## src/rtl/sonar_ranger_pkg.sv

```systemverilog
// sonar_pkg: shared definitions for the ultrasonic ranging front end.
//   - state_t        : measurement FSM states
//   - DEF_*          : default parameter values (125 MHz system clock)
//   - CYCLES_PER_CM  : echo-width clocks per centimetre of target distance
//   - cm_to_cycles() : converts a distance in cm into an echo width in clocks
package sonar_pkg;

  typedef enum logic [1:0] {
    IDLE,
    TRIG,
    WAIT,
    MEAS
  } state_t;

  localparam int unsigned CYCLES_PER_CM = 7250;

  localparam int unsigned DEF_PERIOD_CYCLES  = 8_500_000;
  localparam int unsigned DEF_TRIG_CYCLES    = 3_000;
  localparam int unsigned DEF_TIMEOUT_CYCLES = 4_000_000;
  localparam int unsigned DEF_NEAR_TH        = 42 * CYCLES_PER_CM;
  localparam int unsigned DEF_HYST           = 12_500;
  localparam int          DEF_W              = 33;

  function automatic int unsigned cm_to_cycles(input int unsigned cm);
    return cm * CYCLES_PER_CM;
  endfunction

endpackage

```

## src/rtl/sonar_ranger_if.sv

```systemverilog
// sonar_ranger_if: sensor pins plus the per-measurement result bus.
//   echo        : raw sensor echo (asynchronous to clk)
//   trig        : sensor trigger
//   echo_width  : last measured echo-high duration in clocks
//   width_valid : one-cycle strobe when echo_width updates
//   timeout     : one-cycle strobe when a measurement fails
//   target_near : hysteresis-filtered proximity level
// modport master : the ranger (drives trig and results, reads echo)
// modport slave  : the sensor/consumer side
interface sonar_ranger_if #(
  parameter int W = sonar_pkg::DEF_W
);

  logic         echo;
  logic         trig;
  logic [W-1:0] echo_width;
  logic         width_valid;
  logic         timeout;
  logic         target_near;

  modport master (
    input  echo,
    output trig,
    output echo_width,
    output width_valid,
    output timeout,
    output target_near
  );

  modport slave (
    output echo,
    input  trig,
    input  echo_width,
    input  width_valid,
    input  timeout,
    input  target_near
  );

endinterface

```

## src/rtl/sonar_ranger_sync2.sv

```systemverilog
// sync2: two-flop synchronizer for a single asynchronous input.
//   clk : destination clock
//   rst : asynchronous active-high reset, clears both flops
//   d   : asynchronous input
//   q   : synchronized output, two clocks behind d
module sync2 (
  input  logic clk,
  input  logic rst,
  input  logic d,
  output logic q
);

  logic meta;

  always_ff @(posedge clk or posedge rst) begin
    if (rst) begin
      meta <= 1'b0;
      q    <= 1'b0;
    end else begin
      meta <= d;
      q    <= meta;
    end
  end

endmodule

```

## src/rtl/sonar_ranger.sv

```systemverilog
// sonar_ranger: periodic trigger generation and echo-width measurement for an
// HC-SR04-class ultrasonic sensor.
//   clk : system clock
//   rst : asynchronous active-high reset
//   bus : sonar_ranger_if.master -- echo in; trig, echo_width, width_valid,
//         timeout, target_near out (all outputs registered)
// Each period the FSM fires one trigger pulse, waits for the echo rising edge,
// counts the echo-high time and publishes one result (width and/or timeout).
module sonar_ranger
  import sonar_pkg::*;
#(
  parameter int unsigned PERIOD_CYCLES  = DEF_PERIOD_CYCLES,
  parameter int unsigned TRIG_CYCLES    = DEF_TRIG_CYCLES,
  parameter int unsigned TIMEOUT_CYCLES = DEF_TIMEOUT_CYCLES,
  parameter int unsigned NEAR_TH        = DEF_NEAR_TH,
  parameter int unsigned HYST           = DEF_HYST,
  parameter int          W              = DEF_W
) (
  input logic            clk,
  input logic            rst,
  sonar_ranger_if.master bus
);

  // A measurement (trigger + echo wait + echo high) must always finish inside
  // one period so the FSM is back in IDLE when the period counter wraps.
  if (64'(TRIG_CYCLES) + 64'(2) * 64'(TIMEOUT_CYCLES) >= 64'(PERIOD_CYCLES)) begin : g_param_check
    $error("sonar_ranger: TRIG_CYCLES + 2*TIMEOUT_CYCLES must be less than PERIOD_CYCLES");
  end

  localparam logic [W-1:0] PERIOD_LAST  = W'(PERIOD_CYCLES - 1);
  localparam logic [W-1:0] TRIG_LEN     = W'(TRIG_CYCLES);
  localparam logic [W-1:0] TIMEOUT_LAST = W'(TIMEOUT_CYCLES - 1);
  localparam logic [W-1:0] TIMEOUT_LEN  = W'(TIMEOUT_CYCLES);
  localparam logic [W-1:0] NEAR_LEVEL   = W'(NEAR_TH);
  localparam logic [W-1:0] CLEAR_LEVEL  = W'(NEAR_TH + HYST);

  state_t       state;
  logic [W-1:0] period_cnt;
  logic [W-1:0] phase_cnt;
  logic [W-1:0] width_cnt;
  logic         echo_s;
  logic         echo_d;

  sync2 u_echo_sync (
    .clk (clk),
    .rst (rst),
    .d   (bus.echo),
    .q   (echo_s)
  );

  always_ff @(posedge clk or posedge rst) begin
    if (rst) begin
      period_cnt <= '0;
    end else if (period_cnt == PERIOD_LAST) begin
      period_cnt <= '0;
    end else begin
      period_cnt <= period_cnt + 1'b1;
    end
  end

  // phase_cnt counts trigger-high cycles in TRIG and elapsed wait cycles in
  // WAIT. echo_d is the previous echo_s, so an echo that is already high when
  // WAIT is entered never looks like a rising edge and runs into the timeout.
  // target_near only moves on a strobe cycle, from the width being published.
  always_ff @(posedge clk or posedge rst) begin
    if (rst) begin
      state           <= IDLE;
      phase_cnt       <= '0;
      width_cnt       <= '0;
      echo_d          <= 1'b0;
      bus.trig        <= 1'b0;
      bus.echo_width  <= '0;
      bus.width_valid <= 1'b0;
      bus.timeout     <= 1'b0;
      bus.target_near <= 1'b0;
    end else begin
      echo_d          <= echo_s;
      bus.width_valid <= 1'b0;
      bus.timeout     <= 1'b0;
      case (state)
        IDLE: begin
          if (period_cnt == '0) begin
            state     <= TRIG;
            bus.trig  <= 1'b1;
            phase_cnt <= W'(1);
          end
        end
        TRIG: begin
          if (phase_cnt == TRIG_LEN) begin
            state     <= WAIT;
            bus.trig  <= 1'b0;
            phase_cnt <= '0;
          end else begin
            phase_cnt <= phase_cnt + 1'b1;
          end
        end
        WAIT: begin
          if (echo_s && !echo_d) begin
            state     <= MEAS;
            width_cnt <= W'(1);
          end else if (phase_cnt == TIMEOUT_LAST) begin
            state           <= IDLE;
            bus.timeout     <= 1'b1;
            bus.target_near <= 1'b0;
          end else begin
            phase_cnt <= phase_cnt + 1'b1;
          end
        end
        MEAS: begin
          if (!echo_s) begin
            state           <= IDLE;
            bus.echo_width  <= width_cnt;
            bus.width_valid <= 1'b1;
            if (width_cnt < NEAR_LEVEL) begin
              bus.target_near <= 1'b1;
            end else if (width_cnt > CLEAR_LEVEL) begin
              bus.target_near <= 1'b0;
            end
          end else if (width_cnt == TIMEOUT_LAST) begin
            state           <= IDLE;
            bus.echo_width  <= TIMEOUT_LEN;
            bus.width_valid <= 1'b1;
            bus.timeout     <= 1'b1;
            bus.target_near <= 1'b0;
          end else begin
            width_cnt <= width_cnt + 1'b1;
          end
        end
        default: state <= IDLE;
      endcase
    end
  end

endmodule

```

## src/flat_wrapper.sv

```systemverilog
// flat-port wrapper written by rule: the top's interface ports become plain ports
module sonar_ranger_flat import sonar_pkg::*;
#(
  parameter int unsigned PERIOD_CYCLES  = DEF_PERIOD_CYCLES,
  parameter int unsigned TRIG_CYCLES    = DEF_TRIG_CYCLES,
  parameter int unsigned TIMEOUT_CYCLES = DEF_TIMEOUT_CYCLES,
  parameter int unsigned NEAR_TH        = DEF_NEAR_TH,
  parameter int unsigned HYST           = DEF_HYST,
  parameter int          W              = DEF_W
)
  (clk, rst, bus_echo, bus_trig, bus_echo_width, bus_width_valid, bus_timeout, bus_target_near);
  sonar_ranger_if #(.W(W)) bus_i ();
  input logic clk;
  input logic rst;
  input wire logic [$bits(bus_i.echo)-1:0] bus_echo;
  output wire logic [$bits(bus_i.trig)-1:0] bus_trig;
  output wire logic [$bits(bus_i.echo_width)-1:0] bus_echo_width;
  output wire logic [$bits(bus_i.width_valid)-1:0] bus_width_valid;
  output wire logic [$bits(bus_i.timeout)-1:0] bus_timeout;
  output wire logic [$bits(bus_i.target_near)-1:0] bus_target_near;
  assign bus_i.echo = bus_echo;
  assign bus_trig = bus_i.trig;
  assign bus_echo_width = bus_i.echo_width;
  assign bus_width_valid = bus_i.width_valid;
  assign bus_timeout = bus_i.timeout;
  assign bus_target_near = bus_i.target_near;
  sonar_ranger #(.PERIOD_CYCLES(PERIOD_CYCLES), .TRIG_CYCLES(TRIG_CYCLES), .TIMEOUT_CYCLES(TIMEOUT_CYCLES), .NEAR_TH(NEAR_TH), .HYST(HYST), .W(W)) u_core (.clk(clk), .rst(rst), .bus(bus_i));
endmodule
```

## config.mk

```make
export PLATFORM = sky130hd
export DESIGN_NAME = sonar_ranger_flat
export DESIGN_NICKNAME = d
export VERILOG_FILES = /design/src/rtl/sonar_ranger_pkg.sv /design/src/rtl/sonar_ranger_if.sv /design/src/rtl/sonar_ranger_sync2.sv /design/src/rtl/sonar_ranger.sv /design/src/flat_wrapper.sv
export SDC_FILE = /design/constraint.sdc
export NUM_CORES = 1
export LEC_CHECK = 0
export ABC_AREA = 1
export CAP_MARGIN = 20
export CORE_ASPECT_RATIO = 0.6
export CORE_MARGIN = 5
export CORE_UTILIZATION = 35
export CTS_CLUSTER_DIAMETER = 80
export DETAILED_ROUTE_END_ITERATION = 10
export PLACE_DENSITY_LB_ADDON = 0.08
export SYNTH_ARGS = -nofsm -noshare
export SYNTH_HDL_FRONTEND = slang
export SYNTH_SLANG_ARGS = --single-unit
export TNS_END_PERCENT = 100
```

## constraint.sdc

```tcl
create_clock -name clk -period 11.8 [get_ports clk]
set_input_delay 2.95 -clock clk [delete_from_list [all_inputs] [get_ports clk]]
set_output_delay 2.95 -clock clk [all_outputs]
set_load 0.02 [all_outputs]
```

; ---- Word level (Yosys, flattened, before mapping)
; Cells that the tools add are included.
[op_classes]
add_sub_neg = 3
order_cmp = 2
n_eq_ne = 19
mux = 36
reduce_logical = 13
[op_table]
columns = operator, count
row1 = 33-bit two-way mux, 10
row2 = 33-bit by 1-bit adder with 33-bit output (second input constant), 3
row3 = 33-bit one-hot mux with 3 select lines, 1
row4 = 33-bit by 22-bit == test with 1-bit output (second input constant), 2
row5 = 33-bit one-hot mux with 2 select lines, 1
row6 = 33-bit by 12-bit == test with 1-bit output (second input constant), 1
row7 = 33-bit by 24-bit == test with 1-bit output (second input constant), 1
row8 = 33-bit by 19-bit > comparator with 1-bit output (second input constant), 1
row9 = 33-bit logical NOT, 1
row10 = 33-bit by 19-bit less-than comparator with 1-bit output (second input constant), 1
row11 = 1-bit two-way mux, 14
row12 = 2-bit two-way mux, 6
row13 = 4-bit AND reduction, 3
row14 = 2-bit by 1-bit != test with 1-bit output (second input constant), 5
row15 = 2-bit != test (second input constant), 4
row16 = 2-bit one-hot mux with 4 select lines, 1
row17 = 1-bit one-hot mux with 2 select lines, 3
row18 = 5-bit AND reduction, 1
row19 = 2-bit == test (second input constant), 2
row20 = 4-bit by 2-bit != test with 1-bit output (second input constant), 1
row21 = 2-bit nonzero test, 2
row22 = 3-bit by 1-bit != test with 1-bit output (second input constant), 1
row23 = 3-bit by 2-bit != test with 1-bit output (second input constant), 1
row24 = 3-bit AND reduction, 1
row25 = other kinds (6), 6
[totals]
reg_bits = 141
in_bits = 3
output_inout_bits = 37
word_cells = 85

; ---- Longest topological paths before layout
[depth]
word_depth = 5
mapped_depth = 13
depth_no_buf = 13

; ---- Modules after synthesis
; From an unflattened synthesis, not the netlist that was laid out.
[unflattened]
hier_cells = 1351
area_unflattened_um2 = 9170.0
[by_module_without_submodules]
columns = mod, n_inst, cells_per_inst, area_per_inst_um2, seq_area_each_um2
row1 = sonar_ranger, 1, 1348, 9116.2, 3478.3
row2 = sync2, 1, 3, 53.8, 50.0

; ---- Worst setup path before layout
; Ideal clock, no wire load.
[synth_timing]
path_type = register -> output
start = register u_core.bus.echo_width[19]
end = output port bus_echo_width[19]
arrival_time_ns = 0.425
required_ns = 8.850
slack_ns = 8.425
stages_incl_launch_ff = 1
path_buffers = 0
path_cell_list = dfrtp_1
[synth_lines]
columns = element, line
row1 = from (decl), sonar_ranger_if.sv:24  ; output echo_width,
row2 = from (signal assigned), sonar_ranger.sv:112  ; bus.echo_width <= width_cnt;
row3 = to (decl), flat_wrapper.sv:17  ; output wire logic [$bits(bus_i.echo_width)-1:0] bus_echo_width;
; No word-level cell between the ends.

; ---- Worst setup path after layout
[layout_timing]
start = register u_core.bus.echo_width[16]
end = output port bus_echo_width[16]
; No word-level cell between the ends.

==> reports/metrics.csv <==
metric;value;unit
reg2reg path depth;9;
Async SR Flop Fraction;100;%
Worst R2R End;u_core.width_cnt[13];
met3 Use GR;7.84;%
core box area;25500;um^2
later-pin clock latency in the skew report;0.44;ns
Ys Warns;0;
final WL;31300;um
clock root buffer master;clkbuf_16;
TritonCTS buffer count;17;
via count;8906;
post-cts resize count;0;
Peak VDD IR;0.0606;mV
Critical Path End;bus_echo_width[16];
Synth Area in XOR/XNOR;4.03;%
critical-path cell list;clkdlybuf4s50_1;
Cells after Synth;1388;
outcome;complete, no violations;
grt ovf;0;
Worst path depth;1;
Clk pwr share;54.0;%
CP Data Arrival Time;1.43;ns
Period minus WS final;4.38;ns
syn avg cell area;6.58;um^2
largest net degree at the start of global routing;77;
CP Capture Type;output port;
Synth Area in Adders;1.37;%
Yosys cell types;35;
Starting DRT DRC Count;796;
IO buf count;39;
HP Class;reg2reg;
switching share of power;21.5;%
# diodes;0;
Detailed Place HPWL;23900;um
Max Cap Violations;0;
commonest cells after routing, fill and taps aside;nand2_1 (447), nor2_1 (217), nand3_1 (153);
Post-CTS Setup Inserts;0;
Reg2Reg Launch Point;u_core.state[0];
die area;29500;um^2
final hold viol count;0;
clock skew;0.00894;ns
vias in the first global route;8033;
GR Util All Layers;22.0;%
CP Data Required Time;8.85;ns
main combinational cell family by area after synthesis;simple AND/OR/NAND/NOR gates;
Reg power frac;45.0;%
area growth from synthesis to layout;13.8;%
met1 Use GR;37.8;%
CTS tree;done;
final worst setup slack;7.42;ns
mux share of post-synthesis cell area;0;%
Post-Layout Inst Area;10400;um^2
Psw;231;uW
post-synthesis sequential area ratio;38.6;%
row count;45;
RSZ-0062 raised after global routing;no;
critical path class;reg2out;
#FFs+latches synth;141;
post-route ant nets;0;
global-route wire length before repair;49700;um
Die H;135;um
gpl congestion;0.962;
number of remaining DRC errors;0;
P_int;845;uW
flop-to-flop setup slack;8.08;ns
Post-synth EDFFs;0;
cts hold-fix bufs;0;
worst slew pin tran;0.950;ns
CP top delay family;buffers and inverters;
Die Wd;219;um
top_reg_cell synth;dfrtp_1;
via-per-instance ratio;5.02;
Startpoint Class;flop;
Setup crit start;u_core.bus.echo_width[16];
hold path cells;0;
post-synthesis simple-gate area fraction;41.2;%
Mapped Nets;1401;
WP buf/inv;1;
Max Clock Freq;228;MHz
Comb pwr share;1.0;%
Critical Path Fanout Max;2;
initial antenna violation count;2;
Synth Cell Area;9140;um^2
clock-pin slew on the worst setup and hold paths;0.06;ns
layout cells sized above 1;4.43;%
M2 GR Usage;24.7;%
period utilisation layout;37.1;%
Cell Pwr Density;104;nW/um^2
fin. max-slew vios;0;
post-place instance area;9770;um^2
DP Worst Slack;6.84;ns
clock buffer depth;2;
clock sinks;141;
Leakage;4.80;nW
Final Setup Violations;0;
CP max stage cell;clkdlybuf4s50_1;
WL per Instance;17.7;um
grt peak-use layer;met1;
setup TNS;0;ns
I/O pins;40;
initial core utilization;35.8;%
CTS HTree Levels;4;
Max stage delay on crit path;0.64;ns
commonest non-fill, non-tap cell in the layout;nand2_1;
Compound-Gate Fraction of Synth Area;6.37;%
Slew headroom;36.6;%
DRT Pass-1 Iters;5;
fin nets;1421;
-- how the worst min path moves through the flow --
stage                                  startpoint              endpoint
final                     u_core.u_echo_sync.meta  u_core.u_echo_sync.q
after global routing      u_core.u_echo_sync.meta  u_core.u_echo_sync.q
after CTS                 u_core.u_echo_sync.meta  u_core.u_echo_sync.q
after detailed placement  u_core.u_echo_sync.meta  u_core.u_echo_sync.q
after global placement    u_core.u_echo_sync.meta  u_core.u_echo_sync.q
after floorplan           u_core.u_echo_sync.meta  u_core.u_echo_sync.q
-- kinds of logic after synthesis --
family	count (synthesis)
flops	141
simple gates	897
buf+inv	186
xor+xnor	42
fa+ha+maj	10
compound gates	112
-- area by class of cell --
| cell class | instances | area, um^2 |
|---|---|---|
| tap | 352 | 440 |
| sequential | 141 | 3530 |
| fill | 2767 | 15100 |
| multi-input combinational | 1061 | 4840 |
| inverter | 144 | 546 |
| clock inverter | 9 | 131 |
| clock buffer | 23 | 498 |
| timing repair buffer | 43 | 420 |
-- synthesized netlist by cell type, types with 7 or more instances --
cell type	instances	area (um^2)
ha_1	10	125
nand4_1	20	125
nand3_1	153	766
o21ai_0	60	300
dfrtp_1	141	3530
nor2_1	217	815
inv_2	8	30.0
o21ai_1	19	95.1
xor2_1	31	272
buf_2	14	70.1
xnor2_1	11	96.3
inv_1	135	507
a21oi_1	26	130
clkbuf_1	15	56.3
nor4_1	9	56.3
buf_4	7	52.6
nor3_1	30	150
nand2_1	447	1680
-- worst reg2reg max path, delay by kind of cell, from the launching register on --
family	cells	cell delay, ns
AOI/OAI and AO/OA	2	0.49
and+or+nand+nor	3	0.93
DFF	1	0.41
buffers and inverters	3	1.07
adders and majority gates	1	0.69
-- metrics by stage --
stage	cells	hold WS, ns	utilization (%)	power (mW)
floorplan	1388	0.331	-	0.501
global placement	1741	0.339	38.3	0.505
detailed placement	1741	0.341	38.3	0.505
CTS	1773	0.353	40.8	1.09
global route	1773	0.365	40.8	1.11
finish	1773	0.350	40.8	1.08
-- power groups by stage --
stage | sequential, mW | combinational [mW] | clock [mW]
floorplan | 0.493 | 0.00717 | 0
global placement | 0.494 | 0.0117 | 0
detailed placement | 0.494 | 0.0119 | 0
CTS | 0.485 | 0.0119 | 0.595
global route | 0.484 | 0.0135 | 0.617
finish | 0.485 | 0.0108 | 0.581
-- layer usage --
| metal | wire length [um] | part of all wire (%) | up-vias |
|---|---|---|---|
| met5 | 0 | 0 | - |
| met4 | 222 | 0.71 | 0 |
| met3 | 3220 | 10 | 22 |
| met1 | 17800 | 57 | 4112 |
| li1 | - | - | 4454 |
| met2 | 10000 | 32 | 318 |
-- state kept, by name, summed over array words and instances (netlist names) --
register	count
u_core.width_cnt	33
u_core.period_cnt	33
u_core.bus.echo_width	33
u_core.u_echo_sync.meta	1
u_core.state	2
u_core.bus.timeout	1
u_core.bus.width_valid	1
u_core.phase_cnt	33
u_core.bus.trig	1
u_core.echo_d	1
u_core.u_echo_sync.q	1
u_core.bus.target_near	1
(Power assumes the default switching activity.)
